**src/rtl/fetch_unit_if.sv**
```systemverilog
// fetch_unit_if: instruction-memory request/response bus.
// master = fetch side (drives requests), slave = memory side.
interface fetch_unit_if;
  logic        imem_req_valid;
  logic        imem_req_ready;
  logic [31:0] imem_req_addr;
  logic        imem_resp_valid;
  logic [31:0] imem_resp_data;

  modport master (
    output imem_req_valid,
    output imem_req_addr,
    input  imem_req_ready,
    input  imem_resp_valid,
    input  imem_resp_data
  );

  modport slave (
    input  imem_req_valid,
    input  imem_req_addr,
    output imem_req_ready,
    output imem_resp_valid,
    output imem_resp_data
  );
endinterface

```
**src/rtl/fetch_unit.sv**
```systemverilog
// fetch_unit: issues word fetches, pairs in-order responses with
// their addresses and buffers {pc, inst} in a 2-entry FIFO.
// Ports: clk, rst (async, active-high); imem (master bus);
// redirect/redirect_pc (control-flow change); stall (decode hold);
// inst_encoding/pc/inst_valid (FIFO head toward decode).
module fetch_unit #(
  parameter logic [31:0] RESET_PC = 32'h0000_0000
) (
  input  logic              clk,
  input  logic              rst,
  fetch_unit_if.master      imem,
  input  logic              redirect,
  input  logic [31:0]       redirect_pc,
  input  logic              stall,
  output logic [31:0]       inst_encoding,
  output logic [31:0]       pc,
  output logic              inst_valid
);

  localparam logic [0:0] S_FETCH = 1'b0;
  localparam logic [0:0] S_DRAIN = 1'b1;

  logic [31:0] r_fetch_pc;
  logic [1:0]  r_outstanding;
  logic [1:0]  r_drop_cnt;
  logic [0:0]  r_state;
  logic [31:0] r_aq [2];
  logic [31:0] r_fpc [2];
  logic [31:0] r_finst [2];
  logic        r_head;
  logic [1:0]  r_fifo_cnt;

  logic [2:0]  w_occ;
  logic        w_req_valid;
  logic        w_accept;
  logic        w_resp;
  logic        w_drain;
  logic        w_push;
  logic        w_pop;
  logic [1:0]  w_out_left;
  logic        w_aq_idx;
  logic        w_wr_idx;
  logic [0:0]  w_state_nxt;
  logic [1:0]  w_drop_nxt;

  // Slots in flight: in-memory requests plus buffered
  // instructions. Capping at 2 makes FIFO overflow impossible.
  assign w_occ = {1'b0, r_outstanding}
               + {1'b0, r_fifo_cnt};

  assign w_req_valid = !rst && !redirect
                     && (w_occ < 3'd2);
  assign w_accept = w_req_valid && imem.imem_req_ready;
  assign w_resp   = imem.imem_resp_valid;
  assign w_drain  = (r_state == S_DRAIN);

  // Responses are dropped while draining stale requests and on
  // the redirect cycle itself.
  assign w_push = w_resp && !redirect && !w_drain;
  assign w_pop  = inst_valid && !stall && !redirect;

  assign w_out_left = r_outstanding - {1'b0, w_resp};

  // Address queue slot for a new request after the head shifts
  // out; accept needs outstanding <= 1 so slot 0 or 1.
  assign w_aq_idx = w_out_left[0];
  assign w_wr_idx = r_head + r_fifo_cnt[0];

  assign imem.imem_req_valid = w_req_valid;
  assign imem.imem_req_addr  = r_fetch_pc;

  assign inst_valid    = (r_fifo_cnt != 2'd0);
  assign inst_encoding = inst_valid ? r_finst[r_head]
                                    : 32'h0;
  assign pc            = inst_valid ? r_fpc[r_head]
                                    : r_fetch_pc;

  always_comb begin
    w_state_nxt = r_state;
    w_drop_nxt  = r_drop_cnt;
    unique case (1'b1)
      redirect: begin
        // Everything still in memory is stale, except a response
        // that lands now, which is discarded on the spot.
        w_drop_nxt  = w_out_left;
        w_state_nxt = (w_out_left != 2'd0) ? S_DRAIN
                                           : S_FETCH;
      end
      (w_drain && w_resp && !redirect): begin
        w_drop_nxt = r_drop_cnt - 2'd1;
        if (r_drop_cnt == 2'd1)
          w_state_nxt = S_FETCH;
      end
      default: ;
    endcase
  end

  always_ff @(posedge clk or posedge rst) begin
    if (rst) begin
      r_fetch_pc    <= RESET_PC;
      r_outstanding <= 2'd0;
      r_drop_cnt    <= 2'd0;
      r_state       <= S_FETCH;
      r_aq[0]       <= 32'h0;
      r_aq[1]       <= 32'h0;
    end else begin
      r_state    <= w_state_nxt;
      r_drop_cnt <= w_drop_nxt;
      r_outstanding <= r_outstanding
                     + {1'b0, w_accept}
                     - {1'b0, w_resp};
      if (w_resp)
        r_aq[0] <= r_aq[1];
      if (w_accept)
        r_aq[w_aq_idx] <= r_fetch_pc;
      if (redirect)
        r_fetch_pc <= redirect_pc & 32'hFFFF_FFFC;
      else if (w_accept)
        r_fetch_pc <= r_fetch_pc + 32'd4;
    end
  end

  always_ff @(posedge clk or posedge rst) begin
    if (rst) begin
      r_head     <= 1'b0;
      r_fifo_cnt <= 2'd0;
      r_fpc[0]   <= 32'h0;
      r_fpc[1]   <= 32'h0;
      r_finst[0] <= 32'h0;
      r_finst[1] <= 32'h0;
    end else if (redirect) begin
      r_head     <= 1'b0;
      r_fifo_cnt <= 2'd0;
    end else begin
      if (w_push) begin
        r_fpc[w_wr_idx]   <= r_aq[0];
        r_finst[w_wr_idx] <= imem.imem_resp_data;
      end
      if (w_pop)
        r_head <= ~r_head;
      r_fifo_cnt <= r_fifo_cnt
                  + {1'b0, w_push}
                  - {1'b0, w_pop};
    end
  end

  a_no_orphan_resp: assert property (
    @(posedge clk) disable iff (rst)
    imem.imem_resp_valid |-> (r_outstanding != 2'd0));

  a_no_overflow: assert property (
    @(posedge clk) disable iff (rst)
    w_push |-> (r_fifo_cnt != 2'd2));

  a_drop_bound: assert property (
    @(posedge clk) disable iff (rst)
    r_drop_cnt <= r_outstanding);

endmodule
```
**src/flat_wrapper.sv**
```systemverilog
// flat-port wrapper written by rule: the top's interface ports become plain ports
module fetch_unit_flat 
#(
  parameter logic [31:0] RESET_PC = 32'h0000_0000
)
  (clk, rst, redirect, redirect_pc, stall, inst_encoding, pc, inst_valid, imem_imem_req_valid, imem_imem_req_addr, imem_imem_req_ready, imem_imem_resp_valid, imem_imem_resp_data);
  fetch_unit_if imem_i ();
  input  logic clk;
  input  logic rst;
  input  logic redirect;
  input  logic [31:0] redirect_pc;
  input  logic stall;
  output logic [31:0] inst_encoding;
  output logic [31:0] pc;
  output logic inst_valid;
  output wire logic [$bits(imem_i.imem_req_valid)-1:0] imem_imem_req_valid;
  output wire logic [$bits(imem_i.imem_req_addr)-1:0] imem_imem_req_addr;
  input wire logic [$bits(imem_i.imem_req_ready)-1:0] imem_imem_req_ready;
  input wire logic [$bits(imem_i.imem_resp_valid)-1:0] imem_imem_resp_valid;
  input wire logic [$bits(imem_i.imem_resp_data)-1:0] imem_imem_resp_data;
  assign imem_imem_req_valid = imem_i.imem_req_valid;
  assign imem_imem_req_addr = imem_i.imem_req_addr;
  assign imem_i.imem_req_ready = imem_imem_req_ready;
  assign imem_i.imem_resp_valid = imem_imem_resp_valid;
  assign imem_i.imem_resp_data = imem_imem_resp_data;
  fetch_unit #(.RESET_PC(RESET_PC)) u_core (.clk(clk), .rst(rst), .imem(imem_i), .redirect(redirect), .redirect_pc(redirect_pc), .stall(stall), .inst_encoding(inst_encoding), .pc(pc), .inst_valid(inst_valid));
endmodule
```
**config.mk**
```make
export PLATFORM = sky130hd
export DESIGN_NAME = fetch_unit_flat
export DESIGN_NICKNAME = d
export VERILOG_FILES = /design/src/rtl/fetch_unit_if.sv /design/src/rtl/fetch_unit.sv /design/src/flat_wrapper.sv
export SDC_FILE = /design/constraint.sdc
export NUM_CORES = 1
export LEC_CHECK = 0
export BUFFER_PORTS_ARGS = -buffer_cell sky130_fd_sc_hd__buf_2
export CAP_MARGIN = 5
export CORE_MARGIN = 1
export CORE_UTILIZATION = 55
export CTS_BUF_LIST = sky130_fd_sc_hd__clkbuf_16
export DETAILED_ROUTE_END_ITERATION = 7
export GPL_TIMING_DRIVEN = 0
export PLACE_DENSITY = 0.76
export SETUP_SLACK_MARGIN = 0.2
export SLEW_MARGIN = 30
export SYNTH_ARGS = -nofsm -noshare
export SYNTH_HDL_FRONTEND = slang
export SYNTH_SLANG_ARGS = --single-unit
```
**constraint.sdc**
```tcl
create_clock -name clk -period 8 [get_ports clk]
set_clock_uncertainty 0.15 [all_clocks]
set_input_delay 0.8 -clock clk [delete_from_list [all_inputs] [get_ports clk]]
set_output_delay 0.8 -clock clk [all_outputs]
set_load 0.02 [all_outputs]
```
== Word level (Yosys, flattened, before mapping) ==
Index checks and enable logic that the tools add are counted.

* Bitwise logic cells: 5
* Add/subtract/negate cells: 9
* Reduce and logical (&&, ||, !) cells: 22
* Equality and inequality tests: 2
* Muxes and demuxes: 26
* Magnitude comparators: 6

{| class="wikitable"
|+ Operators with widths
! operator !! count
|-
| 32-bit two-way mux || 13
|-
| 64-bit bitwise mux || 3
|-
| 32-bit demux with 1-bit select || 2
|-
| 64-bit two-way mux || 1
|-
| 32-bit by 3-bit adder with 32-bit output, second input constant || 1
|-
| 1-bit logical AND || 11
|-
| 2-bit nonzero test || 5
|-
| 2-bit >= comparator, second input constant || 3
|-
| 1-bit inverter with 2-bit output || 3
|-
| 2-bit by 1-bit subtractor with 2-bit output || 3
|-
| 2-bit by 1-bit adder with 2-bit output || 2
|-
| 1-bit zero test || 4
|-
| 2-bit by 1-bit less-than comparator with 1-bit output, second input constant || 2
|-
| 1-bit two-way mux || 4
|-
| 2-bit case mux with 2 select lines || 1
|-
| 2-bit AND reduction || 2
|-
| 2-bit by 2-bit adder with 3-bit output || 1
|-
| 3-bit by 2-bit less-than comparator with 1-bit output, second input constant || 1
|-
| 2-bit by 1-bit equality test with 1-bit output, second input constant || 1
|-
| 2-bit two-way mux || 1
|-
| 2-bit inequality test, second input constant || 1
|-
| 1-bit inverter || 2
|-
| 1-bit case mux with 2 select lines || 1
|-
| 2-bit by 1-bit subtractor with 2-bit output, second input constant || 1
|-
| 1-bit adder || 1
|}

* Register bits after elaboration: 232
* Logic and storage cells: 82

== Depth between registers and ports, before layout ==
Gate-level depths: netlist (run 1).

* Depth in word-level cells: 8
* Mapped depth: 11
* Mapped depth without buffers: 9

== Worst setup path after synthesis (run 1) ==
OpenSTA, ideal clock, no wires.

* Kind: reg2reg
* Start: reg u_core.r_fifo_cnt[0]
* End: reg u_core.r_fetch_pc[22], in the netlist u_core.imem.imem_req_addr[22]
* Path slack: 5.450 ns
* Setup time: 0.126 ns
* Arrival: 2.274 ns
* Path buffers: 1
* Stages on the path, launching flop included: 11
* Clock period less this slack: 2.550 ns
* Cells stage by stage: dfrtp_1 > inv_1 > nor2_1 > fa_1 > nor4_4 > nand2_2 > clkinv_2 > buf_6 > nor2_2 > a21o_1 > a221o_1

* Cells in the longest elaborated chain, start to end: 5

{| class="wikitable"
|+ Ends and longest elaborated chain
! what !! RTL line !! source
|-
| start: declaration || fetch_unit.sv:31 || <nowiki>logic [1:0] r_fifo_cnt;</nowiki>
|-
| start signal: assignment || fetch_unit.sv:141 || <nowiki>r_fifo_cnt <= r_fifo_cnt</nowiki>
|-
| 2-bit by 2-bit adder with 3-bit output || fetch_unit.sv:49 || <nowiki>+ {1'b0, r_fifo_cnt};</nowiki>
|-
| 3-bit by 2-bit less-than comparator with 1-bit output || fetch_unit.sv:52 || <nowiki>&& (w_occ < 3'd2);</nowiki>
|-
| 1-bit logical AND || fetch_unit.sv:52 ||
|-
| net imem_imem_req_valid || flat_wrapper.sv:16 || <nowiki>output wire logic [$bits(imem_i.imem_req_valid)-1:0] imem_imem_req_valid;</nowiki>
|-
| 1-bit logical AND || fetch_unit.sv:53 || <nowiki>assign w_accept = w_req_valid && imem.imem_req_ready;</nowiki>
|-
| 2-bit nonzero test (no source line) || n/a ||
|-
| end signal: assignment || fetch_unit.sv:117 || <nowiki>r_fetch_pc <= redirect_pc & 32'hFFFF_FFFC;</nowiki>
|-
| end signal: assignment || fetch_unit.sv:119 || <nowiki>r_fetch_pc <= r_fetch_pc + 32'd4;</nowiki>
|-
| end: declaration || fetch_unit.sv:23 || <nowiki>logic [31:0] r_fetch_pc;</nowiki>
|}

The timed path passes the listed nets, and every way through them passes these cells.
A chain may end at the register's enable or synchronous reset.

== Final worst setup path (run 1) ==
* Start: reg u_core.r_fifo_cnt[1]
* End: out pc[0]

* Cells in the longest elaborated chain, start to end: 2

{| class="wikitable"
|+ Ends and longest elaborated chain
! what !! RTL line !! source
|-
| 2-bit nonzero test || fetch_unit.sv:72 || <nowiki>assign inst_valid = (r_fifo_cnt != 2'd0);</nowiki>
|-
| 32-bit two-way mux || fetch_unit.sv:75 || <nowiki>assign pc = inst_valid ? r_fpc[r_head]</nowiki>
|-
| end: declaration || flat_wrapper.sv:14 || <nowiki>output logic [31:0] pc;</nowiki>
|}

Every way passes these cells.

==> results of run 1 <==
-- synth_stat cells, types with 4 or more instances --
| master | count | area (um2) |
|---|---|---|
| a221o_1 | 7 | 70.1 |
| nand4_1 | 11 | 68.8 |
| mux2i_1 | 97 | 971 |
| nand3_1 | 12 | 60.1 |
| dfrtp_1 | 228 | 5710 |
| a22oi_1 | 4 | 30.0 |
| ha_1 | 6 | 75.1 |
| o211ai_1 | 11 | 82.6 |
| xnor2_1 | 5 | 43.8 |
| buf_2 | 34 | 170 |
| nand2_1 | 79 | 297 |
| or3_1 | 4 | 25.0 |
| and3_1 | 5 | 31.3 |
| o21ai_0 | 49 | 245 |
| a21oi_1 | 39 | 195 |
| mux2_2 | 156 | 1760 |
| inv_1 | 11 | 41.3 |
| o311ai_0 | 9 | 78.8 |
| clkbuf_1 | 27 | 101 |
| nor2_1 | 78 | 293 |
-- through the flow --
step	power, mW	utilization	instances
2_1_floorplan	2.74	-	919
3_3_place_gp	3.07	0.627	1341
3_5_place_dp	3.13	0.631	1344
4_1_cts	4.14	0.668	1384
5_1_grt	4.35	0.668	1384
6_report	4.11	0.668	1384
-- power by group through the flow --
| stage | Clock (mW) | Sequential [mW] | Combinational, mW |
|---|---|---|---|
| after floorplan | 0 | 1.82 | 0.921 |
| after global placement | 0 | 1.85 | 1.22 |
| after detailed placement | 0 | 1.87 | 1.26 |
| after CTS | 1.02 | 1.85 | 1.27 |
| after global routing | 1.06 | 1.91 | 1.38 |
| final | 0.994 | 1.85 | 1.26 |
-- routing by layer --
metal | GRT usage | vias up | share of wire
met5 | 0 | - | 0
met4 | 0.0730 | 0 | 0.019
met3 | 0.0449 | 41 | 0.069
met2 | 0.439 | 302 | 0.48
met1 | 0.362 | 3874 | 0.43
li1 | - | 3631 | -
-- state kept, by name, summed over array words and instances, names as in the netlist --
| signal | count |
|---|---|
| u_core.r_finst | 64 |
| u_core.r_head | 1 |
| u_core.r_drop_cnt | 2 |
| u_core.imem.imem_req_addr | 30 |
| u_core.r_outstanding | 2 |
| u_core.r_aq | 62 |
| u_core.r_state | 1 |
| u_core.r_fifo_cnt | 2 |
| u_core.r_fpc | 64 |
-- path summary, 6_finish.rpt --
| kind | start | to | cells past startpoint |
|---|---|---|---|
| min in group clk | u_core.r_aq[4] | u_core.r_aq[4] | 2 |
| max in group asynchronous | rst | u_core.r_fpc[48] | 4 |
| min reg2reg | u_core.r_aq[4] | u_core.r_aq[4] | 2 |
| min | rst | u_core.r_finst[51] | 2 |
| max reg2reg | u_core.r_fifo_cnt[0] | u_core.r_aq[53] | 11 |
| max | u_core.r_fifo_cnt[1] | pc[0] | 5 |
-- worst register-to-register path, delay by kind of cell (launching register included) --
kind                     cells  cell delay, ns
flip-flops                   1            0.37
buffers and inverters        4            0.64
AO/OA/AOI/OAI                1            0.06
AND/OR/NAND/NOR              5            1.14
adder cells (fa/ha/maj)      1            0.48
-- kinds of logic after synthesis --
family | synth area share
multiplexers | 0.255
other | 0.000350
buffers and inverters | 0.0355
adder cells (fa/ha/maj) | 0.00888
AND/OR/NAND/NOR | 0.0905
AO/OA/AOI/OAI | 0.0714
flip-flops | 0.533
XOR/XNOR | 0.00573
-- cell type report --
class,count,area share
sequential,228,0.452
timing repair buffer,165,0.0692
inverter,12,0.00427
multi-input combinational,610,0.367
clock buffer,25,0.0496
clock inverter,15,0.00556
buffer,69,0.0265
tap,260,0.0258
==> flow_summary.toml, run 1 <==
[detailed_routing]
routed_wl_um = 25800
routedWlPerCell_um = 18.6
drtIter0Drc = 517
vias_per_cell = 5.67
first_pass_iters = 7
drc_errors = 0
antenna_left = 0
vias = 7848

[layout]
seqCellArea_mm2 = 0.00571
finish.net_count = 1187
most-common-layout-cells = "dfrtp_1, buf_2, mux2_2"
final_cell_area_mm2 = 0.0126
n_antenna_cell = 0
drive_above_1_share = 0.357
multi_input_area_mm2 = 0.00462
areaGrowthSynthToFinish_pct = 17.8
final_common_cell = "dfrtp_1"
fillers = 1523

[timing]
post-route-period-util = 0.458
timing.hold.ws_ns = 0.221
timing.final.ws_setup_ns = 4.34
fin_crit_ns = 3.66
timing.setup.tns_ns = 0
slew_viol_final = 0
rsz0062_at_grt = "no"
timing.slew.headroom = 0.376
report.final.hold_viol_count = 0
tightest_slew_ns = 0.935
finalSetupViolCount = 0
fmax_mhz = 273

[logic_synthesis]
synth.distinct_cells = 48
synth-edff-count = 0
synth-seq-cells = 228
synth_seq_area_share = 0.533
synthFlopType = "dfrtp_1"
synth_async_sr_flop_share = 1.00
avgSynthCellArea_um2 = 11.7
netlist_instances = 918
netlist_area_mm2 = 0.0107
ys_warn_count = 0

[clock_network]
clockBufferDepth = 3
cts_resized = 0
clk_pin_slew_ns = 0.06
clock_sinks = 228
cts_tree = "done"
cts-root-buf = "clkbuf_16"
postCtsSetupBuffers = 0
cts_max_level = 1
cts_hold_buf = 0
cts_buffers = 24
clk_latency_ns = 0.51

[critical_path]
reg2reg_slack_ns = 5.01
criticalPathCategory = "flop to output port"
critPathMaxFanout = 10
cp_slowest_stage_delay_ns = 0.55
critPathTopFamily = "buffers and inverters"
start_kind = "flop"
critPathRequiredTime_ns = 7.05
end_kind = "output port"
cp_num_buf_inv = 3
path_cells = "nor2_1 -> clkbuf_1 -> clkbuf_1 -> nor2_1 -> buf_2"
crit_arrival_ns = 2.71
slowest_stage = "clkbuf_1"

[grt]
first_global_vias = 7815
grt_overflow = 0
grt_max_degree = 91
grt_pass1_wl_um = 41300
antenna_found_initial = 0
track_usage = 0.265

[power]
power.internal_mw = 2.75
seqPwrFrac = 0.451
vdd_drop_max_mv = 0.204
clkPwrFrac = 0.242
pwr_density_cell_mw_per_mm2 = 326
p_sw_mw = 1.35
p_leak_nw = 6.05
p_sw_frac = 0.330
p_comb_frac = 0.307

[placed_design]
dp_slack_ns = 4.78
dp_hpwl_um = 17900
dpl_cell_area_mm2 = 0.0119
portBuffers = 162
globalplace.congestion = 0.887

[floorplanning]
core.rowCount = 50
io_pins = 168
fp.dieH_um = 142
dieWidth_um = 142
die_area_mm2 = 0.0200
initial_core_util = 0.567
core_mm2 = 0.0189

[min_path]
hold_class = "input port to async pin"

[outcome]
status = "complete, no violations"

[flow_run]
drv_cap = 0
(Power assumes the default switching activity.)
==> run 2: changes to the inputs <==
- ABC_AREA: not set -> 1
- clock period: 8 -> 3.7 ns (I/O delays scaled with it)
==> run 2 against run 1 <==
Against the previous run: register-to-register slack got worse by 3.9 ns; worst setup slack got worse by 3.6 ns; power increased by 140%; synthesized cell count increased by 50%; global-route usage increased by 5.9 points; cell count increased by 38%; flip-flop and latch count unchanged; critical endpoint is now pc[15]; highest routed layer unchanged.
==> flow_summary.toml, run 2 <==
[floorplanning]
initial_core_util = 0.559
die_area_mm2 = 0.0203
core.rowCount = 51
dieWidth_um = 142
core_mm2 = 0.0194
fp.dieH_um = 142
io_pins = 168

[clock_network]
clockBufferDepth = 3
cts_tree = "done"
cts_max_level = 1
clk_latency_ns = 0.53
clock_sinks = 228
cts_buffers = 24
cts_resized = 0
clk_pin_slew_ns = 0.07
cts-root-buf = "clkbuf_16"

[critical_path]
critPathRequiredTime_ns = 3.18
criticalPathCategory = "flop to output port"
end_kind = "output port"
crit_arrival_ns = 2.43
critPathTopFamily = "buffers and inverters"
start_kind = "flop"
cp_num_buf_inv = 3
slowest_stage = "dfrtp_1"
critPathMaxFanout = 10
cp_slowest_stage_delay_ns = 0.46
path_cells = "nor2_1 -> clkbuf_1 -> buf_2 -> a22oi_1 -> buf_2"
cp_common_cell = "buf_2"

[logic_synthesis]
avgSynthCellArea_um2 = 7.88
synth_async_sr_flop_share = 1.00
synth_top_area_share = 0.526
synth_top_family_by_area = "simple AND/OR/NAND/NOR gates"
synth-seq-cells = 228
synthXorXnorAreaFrac = 0.00565
synthFlopType = "dfrtp_1"
muxShareOfSynthArea = 0
ys_warn_count = 0
synth_commonest_cells = "nand2_1, dfrtp_1, o21ai_0, inv_1, a21oi_1"
synth_seq_area_share = 0.526
synth-edff-count = 0
synth-compound-area-share = 0.170
netlist_area_mm2 = 0.0109
synthMostInstantiatedCell = "nand2_1"
synthSimpleGateAreaFrac = 0.209
netlist_instances = 1378
synthAdderAreaFrac = 0.00876
synthTopCellsByArea = "dfrtp_1, nand2_1, o21ai_0, inv_1, a21oi_1"
synth_top_cell_by_area = "dfrtp_1"
synth.distinct_cells = 30

[min_path]
hold_class = "input port to flop"

[power]
pwr_density_cell_mw_per_mm2 = 719
p_leak_nw = 6.72
vdd_drop_max_mv = 0.416
total_power_mw = 9.68

[detailed_routing]
routedWlPerCell_um = 16.7
vias = 10300
first_pass_iters = 7
routed_wl_um = 31800
drc_errors = 0
drtIter0Drc = 741
vias_per_cell = 5.43
antenna_left = 0

[timing]
timing.slew.headroom = 0.555
post-route-period-util = 0.798
tightest_slew_ns = 0.668
finalSetupViolCount = 0
fin_crit_ns = 2.95
rsz0062_at_grt = "no"
fmax_mhz = 339
slew_viol_final = 0
report.final.hold_viol_count = 0

[layout]
finalNonFillerCells = 1903
most-common-layout-cells = "nand2_1, dfrtp_1, o21ai_0"
finish.net_count = 1698
fillers = 1648
n_antenna_cell = 0
final_common_cell = "nand2_1"
areaGrowthSynthToFinish_pct = 24.0
drive_above_1_share = 0.159
reg.largest.list = "u_core.r_finst: 64 flops, u_core.r_fpc: 64 flops, u_core.r_aq: 62 flops"

[grt]
grt_use_met3 = 0.0370
track_usage = 0.324
gr-usage-met2 = 0.542
busiest_layer = "met2"
grt_use_met1 = 0.432
grt_overflow = 0
antenna_found_initial = 0
grt_pass1_wl_um = 50900
first_global_vias = 10100
grt_max_degree = 31

[placed_design]
dp_hpwl_um = 22600
globalplace.congestion = 0.954
portBuffers = 163
numPlacedInstances = 1815

[flow_run]
drv_cap = 0

[outcome]
status = "complete, no violations"
## run 2: logic make-up after synthesis
| group | Yosys count |
|---|---|
| buffers and inverters | 217 |
| other | 1 |
| AND/OR/NAND/NOR | 568 |
| XOR/XNOR | 7 |
| flip-flops | 228 |
| AO/OA/AOI/OAI | 350 |
| adder cells (fa/ha/maj) | 7 |
## run 2: per-stage QoR
stage	hold slack (ns)	worst slack, ns	setup TNS (ns)	area (um2)	utilization
floorplan	0.298	-1.66	-147.36	10900	-
global placement	0.311	-3.79	-599.24	12100	0.623
detailed placement	0.318	0.943	0	12200	0.631
CTS	0.00220	0.763	0	13500	0.694
global route	0.0246	0.652	0	13500	0.694
finish	0.00689	0.746	0	13500	0.694
## run 2: worst min-delay path, cell delays in order
cell and delay (ns):
buf_2 0.09, inv_1 0.08, o21ai_1 0.09
## run 2: path summary, 6_finish.rpt
kind	from	to	slack [ns]	cells past startpoint
worst min-delay path	imem_imem_resp_data[31]	u_core.r_finst[31]	0.007	3
worst max-delay path	u_core.r_fifo_cnt[0]	pc[15]	0.75	5
worst min register to register	u_core.r_aq[7]	u_core.r_aq[7]	0.33	2
worst max register to register	u_core.r_fifo_cnt[0]	u_core.imem.imem_req_addr[31]	1.12	10
min in group asynchronous	rst	u_core.r_aq[32]	0.32	3
max in group asynchronous	rst	u_core.r_aq[30]	2.13	6
## run 2: metal layers
layer / wire length, um / part of all wire / vias to the layer above
met2: 15000 / 0.47 / 451
met3: 2200 / 0.069 / 63
met4: 1040 / 0.033 / 0
met1: 13500 / 0.42 / 4909
li1: - / - / 4918
met5: 0 / 0 / -
## run 2: layout make-up
class	instances	area [um2]	share of cell area
clock inverter	18	131	0.00976
sequential	228	5710	0.424
multi-input combinational	934	4300	0.320
buffer	81	410	0.0305
tap	265	332	0.0246
timing repair buffer	216	1430	0.107
clock buffer	25	626	0.0465
inverter	136	517	0.0384
## run 2: report_power, final
group	leakage [nW]	internal [mW]	total [mW]	switching [mW]
Clock	0.389	1.36	2.34	0.981
Combinational	3.42	1.15	3.34	2.19
Sequential	2.91	3.45	4.00	0.554
## run 2: repair_timing
action                                  in CTS  in global routing
setup buffers                                0                  0
endpoints found under the setup margin       0                  0
hold buffers                                45                  0
hold endpoints to repair                    80                  0
==> run 3: changes to the inputs <==
- clock period: 3.7 -> 3 ns (I/O delays scaled with it)
==> run 3 against run 2 <==
Against the previous run: highest routed layer unchanged; largest cell class unchanged; via count rose by 0.71%; core utilization is 1.1 points higher; count of clock-buffer cells in the layout unchanged; clock power rose by 23%; largest power group unchanged; critical endpoint unchanged.
==> flow_summary.toml, run 3 (same netlist as run 2, synthesis figures left out) <==
[outcome]
status = "complete, no violations"

[timing]
finalSetupViolCount = 0
timing.setup.tns_ns = 0
fmax_mhz = 369
timing.slew.headroom = 0.426
report.final.hold_viol_count = 0
fin_crit_ns = 2.71
rsz0062_at_grt = "no"
slew_viol_final = 0
tightest_slew_ns = 0.858
post-route-period-util = 0.903

[critical_path]
critPathTopFamily = "buffers and inverters"
cp-endpoint = "pc[15]"
cp_common_cell = "buf_2"
reg2reg_slack_ns = 0.43
r2r_cells = 10
cp_slowest_stage_delay_ns = 0.44
end_kind = "output port"
critPathRequiredTime_ns = 2.55
crit_arrival_ns = 2.26
r2r-start = "u_core.r_fifo_cnt[0]"
critPathMaxFanout = 10
critPathLaunch = "u_core.r_head"
criticalPathCategory = "flop to output port"
r2r_end = "u_core.imem.imem_req_addr[31]"
start_kind = "flop"
crit_cells = 5
cp_num_buf_inv = 3
slowest_stage = "buf_1"
path_cells = "buf_2 -> buf_1 -> a21oi_1 -> a22oi_1 -> buf_2"

[grt]
antenna_found_initial = 0
grt_overflow = 0
grt_max_degree = 31
grt_pass1_wl_um = 51200
track_usage = 0.326
first_global_vias = 10200

[placed_design]
portBuffers = 163
dp_hpwl_um = 22600
globalplace.congestion = 0.954

[clock_network]
clk_pin_slew_ns = 0.07
clockBufferDepth = 3
postCtsSetupBuffers = 0
clk_latency_ns = 0.52
cts_buffers = 24
clock_sinks = 228
cts-root-buf = "clkbuf_16"
cts_tree = "done"
cts_max_level = 1

[detailed_routing]
antenna_left = 0
vias = 10400
first_pass_iters = 5
drc_errors = 0
drtIter0Drc = 696
routedWlPerCell_um = 16.6
routed_wl_um = 32000
vias_per_cell = 5.42

[layout]
areaGrowthSynthToFinish_pct = 25.9
reg.largest.list = "u_core.r_finst: 64 flops, u_core.r_fpc: 64 flops, u_core.r_aq: 62 flops"
fillers = 1614
most-common-layout-cells = "nand2_1, dfrtp_1, o21ai_0"
drive_above_1_share = 0.160
finish.net_count = 1718
final_common_cell = "nand2_1"
n_antenna_cell = 0
fin_util = 0.704

[floorplanning]
die_area_mm2 = 0.0203
dieWidth_um = 142
io_pins = 168
initial_core_util = 0.559
core.rowCount = 51
fp.dieH_um = 142
core_mm2 = 0.0194

[power]
p_leak_nw = 6.82
total_power_mw = 12.0
pwr_density_cell_mw_per_mm2 = 875
vdd_drop_max_mv = 0.511

[min_path]
hold_class = "input port to flop"

[flow_run]
drv_cap = 0
-- run 3: cell count changes in the layout (fill, tap and decap cells not counted), sizes merged --
cell	delta
buf	-1
dlygate4sd3	+20
clkbuf	+1
-- run 3: layer usage --
metal	global-route usage	vias up	wire length (um)
li1	-	4959	-
met1	0.434	4938	13500
met2	0.544	453	15200
met3	0.0397	64	2270
met4	0.130	0	1040
met5	0	-	0
-- run 3: how the worst min path moves through the flow --
stage | start | endpoint | slack [ns] | depth (start not counted)
finish | redirect | u_core.r_head | 0.09 | 4
global route | redirect | u_core.r_head | 0.08 | 4
CTS | redirect | u_core.r_head | 0.07 | 4
detailed placement | rst | u_core.r_finst[51] | 0.25 | 2
global placement | u_core.r_aq[9] | u_core.r_aq[9] | 0.31 | 2
floorplan | redirect_pc[3] | u_core.imem.imem_req_addr[3] | 0.27 | 2
-- run 3: metrics by stage --
stage	setup WS, ns	instances	area (um2)	hold WS (ns)
finish	0.291	1923	13700	0.0851
global route	0.192	1923	13700	0.0815
CTS	0.230	1923	13700	0.0701
detailed placement	0.313	1815	12200	0.249
global placement	-4.42	1807	12100	0.311
floorplan	-2.29	1379	10900	0.267
-- run 3: cell type report --
class | count | area (um2) | area share
Clock inverter | 18 | 131 | 0.00962
Clock buffer | 25 | 626 | 0.0458
Inverter | 136 | 517 | 0.0378
Timing Repair Buffer | 236 | 1630 | 0.120
Buffer | 81 | 417 | 0.0305
Multi-Input combinational cell | 934 | 4300 | 0.315
Tap cell | 265 | 332 | 0.0243
Sequential cell | 228 | 5710 | 0.418
-- run 3: worst register-to-register path: stages (launching register included) --
cell	delay, ns
dfrtp_1	0.46
nand2_1	0.09
inv_1	0.05
fa_1	0.45
nor2_2	0.21
nand4_4	0.23
nand2_2	0.27
buf_2	0.31
o21ai_0	0.12
inv_1	0.06
nand2_1	0.04
-- run 3: where the power goes --
group | internal [mW] | switching (mW)
clock | 1.67 | 1.21
combinational | 1.44 | 2.70
sequential | 4.25 | 0.685
-- run 3: what timing repair did --
action | in CTS | in global routing
pin swaps | 0 | 0
hold endpoints to repair | 113 | 0
setup endpoints to repair | 13 | 19
hold buffers | 65 | 0
resized for setup | 1 | 7
